==> src/rtl/selecao_bebida_param_if.sv <==
// Front-panel / sequencer bundle for the beverage-selection controller.
// master = panel + downstream side (drives buttons, reads status),
// slave  = the controller itself.
interface selecao_bebida_param_if #(
  parameter int SEL_W = 2
);
  logic             Inicia;
  logic [SEL_W-1:0] Sel;
  logic             Confirma;
  logic             Cancela;
  logic             Libera;
  logic [1:0]       SAIDA;
  logic [SEL_W:0]   SAIDA_DISPLAY;
  logic [SEL_W-1:0] Escolha;
  logic             Valido;

  modport master (
    output Inicia, Sel, Confirma, Cancela, Libera,
    input  SAIDA, SAIDA_DISPLAY, Escolha, Valido
  );

  modport slave (
    input  Inicia, Sel, Confirma, Cancela, Libera,
    output SAIDA, SAIDA_DISPLAY, Escolha, Valido
  );
endinterface

==> src/rtl/selecao_bebida_param.sv <==
// Parametrised beverage-selection controller. Moore FSM with an internal
// timeout counter; every output is registered and takes the value of the
// state being entered on the same edge as the transition.
module selecao_bebida_param #(
  parameter int N_OPCOES       = 4,
  parameter int SEL_W          = 2,
  parameter int TIMEOUT_CICLOS = 1000
) (
  input  logic                    CLK,
  input  logic                    RST,
  selecao_bebida_param_if.slave   bus
);

  localparam int CNT_W = (TIMEOUT_CICLOS > 2) ? $clog2(TIMEOUT_CICLOS) : 1;
  localparam logic [CNT_W-1:0] CNT_MAX = CNT_W'(TIMEOUT_CICLOS - 1);

  typedef enum logic [2:0] {
    OCIOSO,
    ANALISE,
    SELECIONADO,
    ESCOLHEU,
    NAO_ESCOLHEU
  } state_t;

  state_t           state_q, state_d;
  logic [SEL_W-1:0] idx_q, idx_d;
  logic [CNT_W-1:0] cnt_q, cnt_d;
  logic [1:0]       saida_q, saida_d;
  logic [SEL_W:0]   display_q, display_d;
  logic [SEL_W-1:0] escolha_q, escolha_d;
  logic             valido_q, valido_d;

  logic sel_ok;
  logic cnt_max;

  // Codes at or above N_OPCOES are treated as "nothing selected".
  assign sel_ok  = ({1'b0, bus.Sel} < (SEL_W+1)'(N_OPCOES));
  assign cnt_max = (cnt_q == CNT_MAX);

  // Next-state, counter, latched index and the outputs of the entered state.
  always_comb begin
    state_d   = state_q;
    idx_d     = idx_q;
    cnt_d     = cnt_q;
    escolha_d = escolha_q;
    valido_d  = 1'b0;

    case (state_q)
      OCIOSO: begin
        if (bus.Inicia) begin
          state_d = ANALISE;
          cnt_d   = '0;
        end
      end
      ANALISE: begin
        // Confirma has no meaning yet: nothing is selected.
        if (bus.Cancela) begin
          state_d = NAO_ESCOLHEU;
        end else if (sel_ok) begin
          state_d = SELECIONADO;
          idx_d   = bus.Sel;
          cnt_d   = '0;
        end else if (cnt_max) begin
          state_d = NAO_ESCOLHEU;
        end else begin
          cnt_d = cnt_q + CNT_W'(1);
        end
      end
      SELECIONADO: begin
        // Confirma wins over a same-edge selection change: the held idx is used.
        if (bus.Cancela) begin
          state_d = NAO_ESCOLHEU;
        end else if (bus.Confirma) begin
          state_d   = ESCOLHEU;
          escolha_d = idx_q;
          valido_d  = 1'b1;
        end else if (sel_ok && (bus.Sel != idx_q)) begin
          idx_d = bus.Sel;
          cnt_d = '0;
        end else if (cnt_max) begin
          state_d   = ESCOLHEU;
          escolha_d = idx_q;
          valido_d  = 1'b1;
        end else begin
          cnt_d = cnt_q + CNT_W'(1);
        end
      end
      ESCOLHEU, NAO_ESCOLHEU: begin
        // Inicia on the same edge is deliberately not honoured here.
        if (bus.Libera) state_d = OCIOSO;
      end
      default: state_d = OCIOSO;
    endcase

    saida_d   = 2'b00;
    display_d = '0;
    case (state_d)
      SELECIONADO: begin
        saida_d   = 2'b01;
        display_d = (SEL_W+1)'(idx_d) + (SEL_W+1)'(1);
      end
      ESCOLHEU: begin
        saida_d   = 2'b11;
        display_d = (SEL_W+1)'(idx_d) + (SEL_W+1)'(1);
      end
      NAO_ESCOLHEU: saida_d = 2'b10;
      default: ;
    endcase
  end

  // State and output registers; synchronous reset overrides everything.
  always_ff @(posedge CLK) begin
    if (RST) begin
      state_q   <= OCIOSO;
      idx_q     <= '0;
      cnt_q     <= '0;
      saida_q   <= 2'b00;
      display_q <= '0;
      escolha_q <= '0;
      valido_q  <= 1'b0;
    end else begin
      state_q   <= state_d;
      idx_q     <= idx_d;
      cnt_q     <= cnt_d;
      saida_q   <= saida_d;
      display_q <= display_d;
      escolha_q <= escolha_d;
      valido_q  <= valido_d;
    end
  end

  assign bus.SAIDA         = saida_q;
  assign bus.SAIDA_DISPLAY = display_q;
  assign bus.Escolha       = escolha_q;
  assign bus.Valido        = valido_q;

endmodule

==> src/flat_wrapper.sv <==
// flat-port wrapper written by rule: the top's interface ports become plain ports
module selecao_bebida_param_flat 
#(
  parameter int N_OPCOES       = 4,
  parameter int SEL_W          = 2,
  parameter int TIMEOUT_CICLOS = 1000
)
  (CLK, RST, bus_Inicia, bus_Sel, bus_Confirma, bus_Cancela, bus_Libera, bus_SAIDA, bus_SAIDA_DISPLAY, bus_Escolha, bus_Valido);
  selecao_bebida_param_if #(.SEL_W(SEL_W)) bus_i ();
  input  logic CLK;
  input  logic RST;
  input wire logic [$bits(bus_i.Inicia)-1:0] bus_Inicia;
  input wire logic [$bits(bus_i.Sel)-1:0] bus_Sel;
  input wire logic [$bits(bus_i.Confirma)-1:0] bus_Confirma;
  input wire logic [$bits(bus_i.Cancela)-1:0] bus_Cancela;
  input wire logic [$bits(bus_i.Libera)-1:0] bus_Libera;
  output wire logic [$bits(bus_i.SAIDA)-1:0] bus_SAIDA;
  output wire logic [$bits(bus_i.SAIDA_DISPLAY)-1:0] bus_SAIDA_DISPLAY;
  output wire logic [$bits(bus_i.Escolha)-1:0] bus_Escolha;
  output wire logic [$bits(bus_i.Valido)-1:0] bus_Valido;
  assign bus_i.Inicia = bus_Inicia;
  assign bus_i.Sel = bus_Sel;
  assign bus_i.Confirma = bus_Confirma;
  assign bus_i.Cancela = bus_Cancela;
  assign bus_i.Libera = bus_Libera;
  assign bus_SAIDA = bus_i.SAIDA;
  assign bus_SAIDA_DISPLAY = bus_i.SAIDA_DISPLAY;
  assign bus_Escolha = bus_i.Escolha;
  assign bus_Valido = bus_i.Valido;
  selecao_bebida_param #(.N_OPCOES(N_OPCOES), .SEL_W(SEL_W), .TIMEOUT_CICLOS(TIMEOUT_CICLOS)) u_core (.CLK(CLK), .RST(RST), .bus(bus_i));
endmodule
==> config.mk <==
export PLATFORM = sky130hd
export DESIGN_NAME = selecao_bebida_param_flat
export DESIGN_NICKNAME = d
export VERILOG_FILES = /design/src/rtl/selecao_bebida_param_if.sv /design/src/rtl/selecao_bebida_param.sv /design/src/flat_wrapper.sv
export SDC_FILE = /design/constraint.sdc
export NUM_CORES = 1
export LEC_CHECK = 0
export ABC_AREA = 1
export CAP_MARGIN = 5
export CORE_MARGIN = 2
export CORE_UTILIZATION = 30
export CTS_BUF_LIST = sky130_fd_sc_hd__clkbuf_8
export DETAILED_ROUTE_END_ITERATION = 8
export GPL_TIMING_DRIVEN = 0
export PLACE_DENSITY = 0.48
export SLEW_MARGIN = 25
export SYNTH_ARGS = -nofsm -noshare
export SYNTH_HDL_FRONTEND = slang
export SYNTH_SLANG_ARGS = --single-unit
export TNS_END_PERCENT = 5
==> constraint.sdc <==
create_clock -name CLK -period 1.7 [get_ports CLK]
set_input_delay 0.255 -clock CLK [delete_from_list [all_inputs] [get_ports CLK]]
set_output_delay 0.255 -clock CLK [all_outputs]
set_load 0.01 [all_outputs]
==> reports/qor.yml <==
drv_cap: 0
crit_type: "primary input to flip-flop"
r2r-end: "u_core.bus.SAIDA_DISPLAY[1]$_SDFF_PP0_"
cts_buffer_depth: 2
yosysTopAreaCell: "dfxtp_1"
wl_um: 3060
utilization: 0.3724
clock_skew_ns: 0.002329
fp.dieArea_mm2: 0.005088
worst_slack_ns: 0.1180
synth_top_cell_area_share: 0.3385
ir_drop_v: 0.0002886
die_h_um: 71.33
die_w_um: 71.33
synth_fp_nets: 222
async_reset_ff_frac: 0
placed_cells: 278
clkSlewWorstSetupHoldPaths_ns: 0.09
ctsHtreeMaxLevel: 1
finalCritPeriodShare: 0.9306
cts_root_buf: "clkbuf_8"
yosysSeqAreaShare: 0.3385
cts_setup_buffers: 0
grt_pass1_wl_um: 5375
hold_viol_final: 0
start_util: 0.3124
worstHoldStart: "RST"
drc: 0
ant_nets: 0
power_density_mw_per_mm2: 675.1
dr.first_iter.drc_count: 48
vias: 1307
relSlewSlack: 0.6868
setup_violations: 0
power_leakage_nw: 0.6627
postSynthAreaPerCell_um2: 6.415
gr-usage-all-layers: 0.1321
use_met2: 0.2222
core_area_mm2: 0.004354
io_buffers: 14
gr-total-overflow: 0
crit_start: "bus_Sel[1]"
routabilityCongestion: 0.7716
worstPathRequired_ns: 1.87
yosysMostFrequentCell: "nand2_1"
hold_depth: 2
area_growth_pct: 19.23
rr_worst_depth: 10
grt_pass1_vias: 1225
clock-sinks: 23
synth.distinct_cells: 22
row_count: 24
ys_seq_elements: 23
fillers: 471
outcome: "completed"
drv_slew: 0
synth-edff-count: 0
via_per_inst: 4.635
r2r-start: "u_core.state_q[2]$_SDFF_PP0_"
numCtsBuffers: 3
pre_cts_ws_ns: -0.1700
dp_hpwl_um: 2375
post_drt_wl_per_cell_um: 10.85
netlist_area_mm2: 0.001360
grt_max_degree: 14
reg2reg_slack_ns: 0.18
power_mw: 1.095
ys_top_cells_by_area: "dfxtp_1, nand2_1, nand3_1, inv_1, nor2_1"
cp-endpoint: "u_core.cnt_q[1]$_SDFFE_PP0P_"
first_pass_iters: 5
syn_inst: 212
final_cells: 282
synth_common_cells: "nand2_1, inv_1, nor2_1"
rsz0062_at_grt: "true"
worstMarginPinSlew_ns: 0.4697
antenna_found_initial: 0
post-route-min-period_ns: 1.582
drive_gt1_frac: 0.1217
clk_latency_ns: 0.27
met1_usage: 0.1672
endpoint_kind: "flip-flop"
start_kind: "primary input"
diodes: 0
yosys_warnings: 0
fmax_mhz: 632.1
tns_ns: 0
seqCellArea_um2: 465.4
hold_path_class: "primary input to flip-flop"
crit_arrival_ns: 1.75
grt-busiest-layer: "met2"
synth_ff_type: "dfxtp_1"
cts_tree: "done"
io_pins: 16
cp_max_fo: 7
nNetsFinal: 241
use_met3: 0.02672
multi_input_area_um2: 758.2
## per-layer routing
| metal | part of all wire | wire length [um] |
|---|---|---|
| met5 | 0 | 0 |
| met4 | 0.016 | 48 |
| met3 | 0.035 | 106 |
| met2 | 0.46 | 1409 |
| met1 | 0.49 | 1495 |
## critical path, cell delays in order
cell,delay (ns)
clkdlybuf4s50_1,0.54
inv_1,0.07
nand2_1,0.07
nand2_1,0.06
nand2_1,0.16
nor2_2,0.06
nand2_2,0.14
nand4_1,0.19
nand2_1,0.15
nor2_1,0.05
## timing repair
action | in CTS | in global routing
setup endpoints to repair | 0 | 10
resized for setup | 0 | 8
hold buffers | 0 | 0
## power by group
part | total (mW) | switching [mW] | leakage (nW) | internal, mW
registers | 0.569 | 0.0138 | 0.188 | 0.555
clock network | 0.350 | 0.186 | 0.0255 | 0.164
logic | 0.176 | 0.107 | 0.449 | 0.0692
total | 1.09 | 0.307 | 0.663 | 0.788
## per-stage QoR
| step | hold WS, ns | area [um2] |
|---|---|---|
| 6_report | 0.3826 | 1622 |
| 5_1_grt | 0.4123 | 1622 |
| 4_1_cts | 0.3821 | 1612 |
| 3_5_place_dp | 0.4725 | 1565 |
| 3_3_place_gp | 0.4697 | 1565 |
| 2_1_floorplan | 0.4400 | 1360 |
## final cells by class
cell class | count | area share
multi-input combinational | 152 | 0.4676
timing repair buffer | 14 | 0.08642
tap | 52 | 0.04012
sequential | 23 | 0.2870
inverter | 35 | 0.08102
buffer | 2 | 0.009259
clock inverter | 1 | 0.003086
clock buffer | 3 | 0.02546
## layout by cell type, fill, tap and decap left out, types with 3 or more instances in the layout
master,Yosys,final
clkdlybuf4s50_1,0,14
nand4_1,9,9
inv_1,31,29
inv_2,4,6
nand3_1,27,27
a21oi_1,10,10
dfxtp_1,23,19
o21ai_0,5,5
clkbuf_8,0,3
nor2_1,29,28
nand2_1,52,52
nor3_1,4,4
dfxtp_2,0,4
nor2_2,2,3
## worst min-delay path by stage
stage / endpoint / slack, ns
after floorplan: u_core.idx_q[1]$_SDFF_PP0_ / 0.44
after global placement: u_core.bus.Escolha[1]$_SDFFE_PP0P_ / 0.47
after detailed placement: u_core.bus.Escolha[1]$_SDFFE_PP0P_ / 0.47
after CTS: u_core.idx_q[0]$_SDFF_PP0_ / 0.38
after global routing: u_core.bus.Valido$_SDFF_PP0_ / 0.41
final: u_core.bus.Valido$_SDFF_PP0_ / 0.38
## logic make-up (layout without fill, tap and decap cells)
kind of cell | Yosys count | in the layout | share of synthesized area
compound gates | 20 | 20 | 0.08924
flops | 23 | 23 | 0.3385
simple gates | 129 | 129 | 0.4397
fa+ha+maj | 2 | 2 | 0.01840
buf+inv | 37 | 55 | 0.1076
xor+xnor | 1 | 1 | 0.006441
## flip-flops by register name, indices dropped and copies added (netlist names)
| register | count |
|---|---|
| u_core.bus.SAIDA | 2 |
| u_core.bus.SAIDA_DISPLAY | 3 |
| u_core.bus.Escolha | 2 |
| u_core.cnt_q | 10 |
| u_core.bus.Valido | 1 |
| u_core.idx_q | 2 |
| u_core.state_q | 3 |
(Power assumes the default switching activity.)
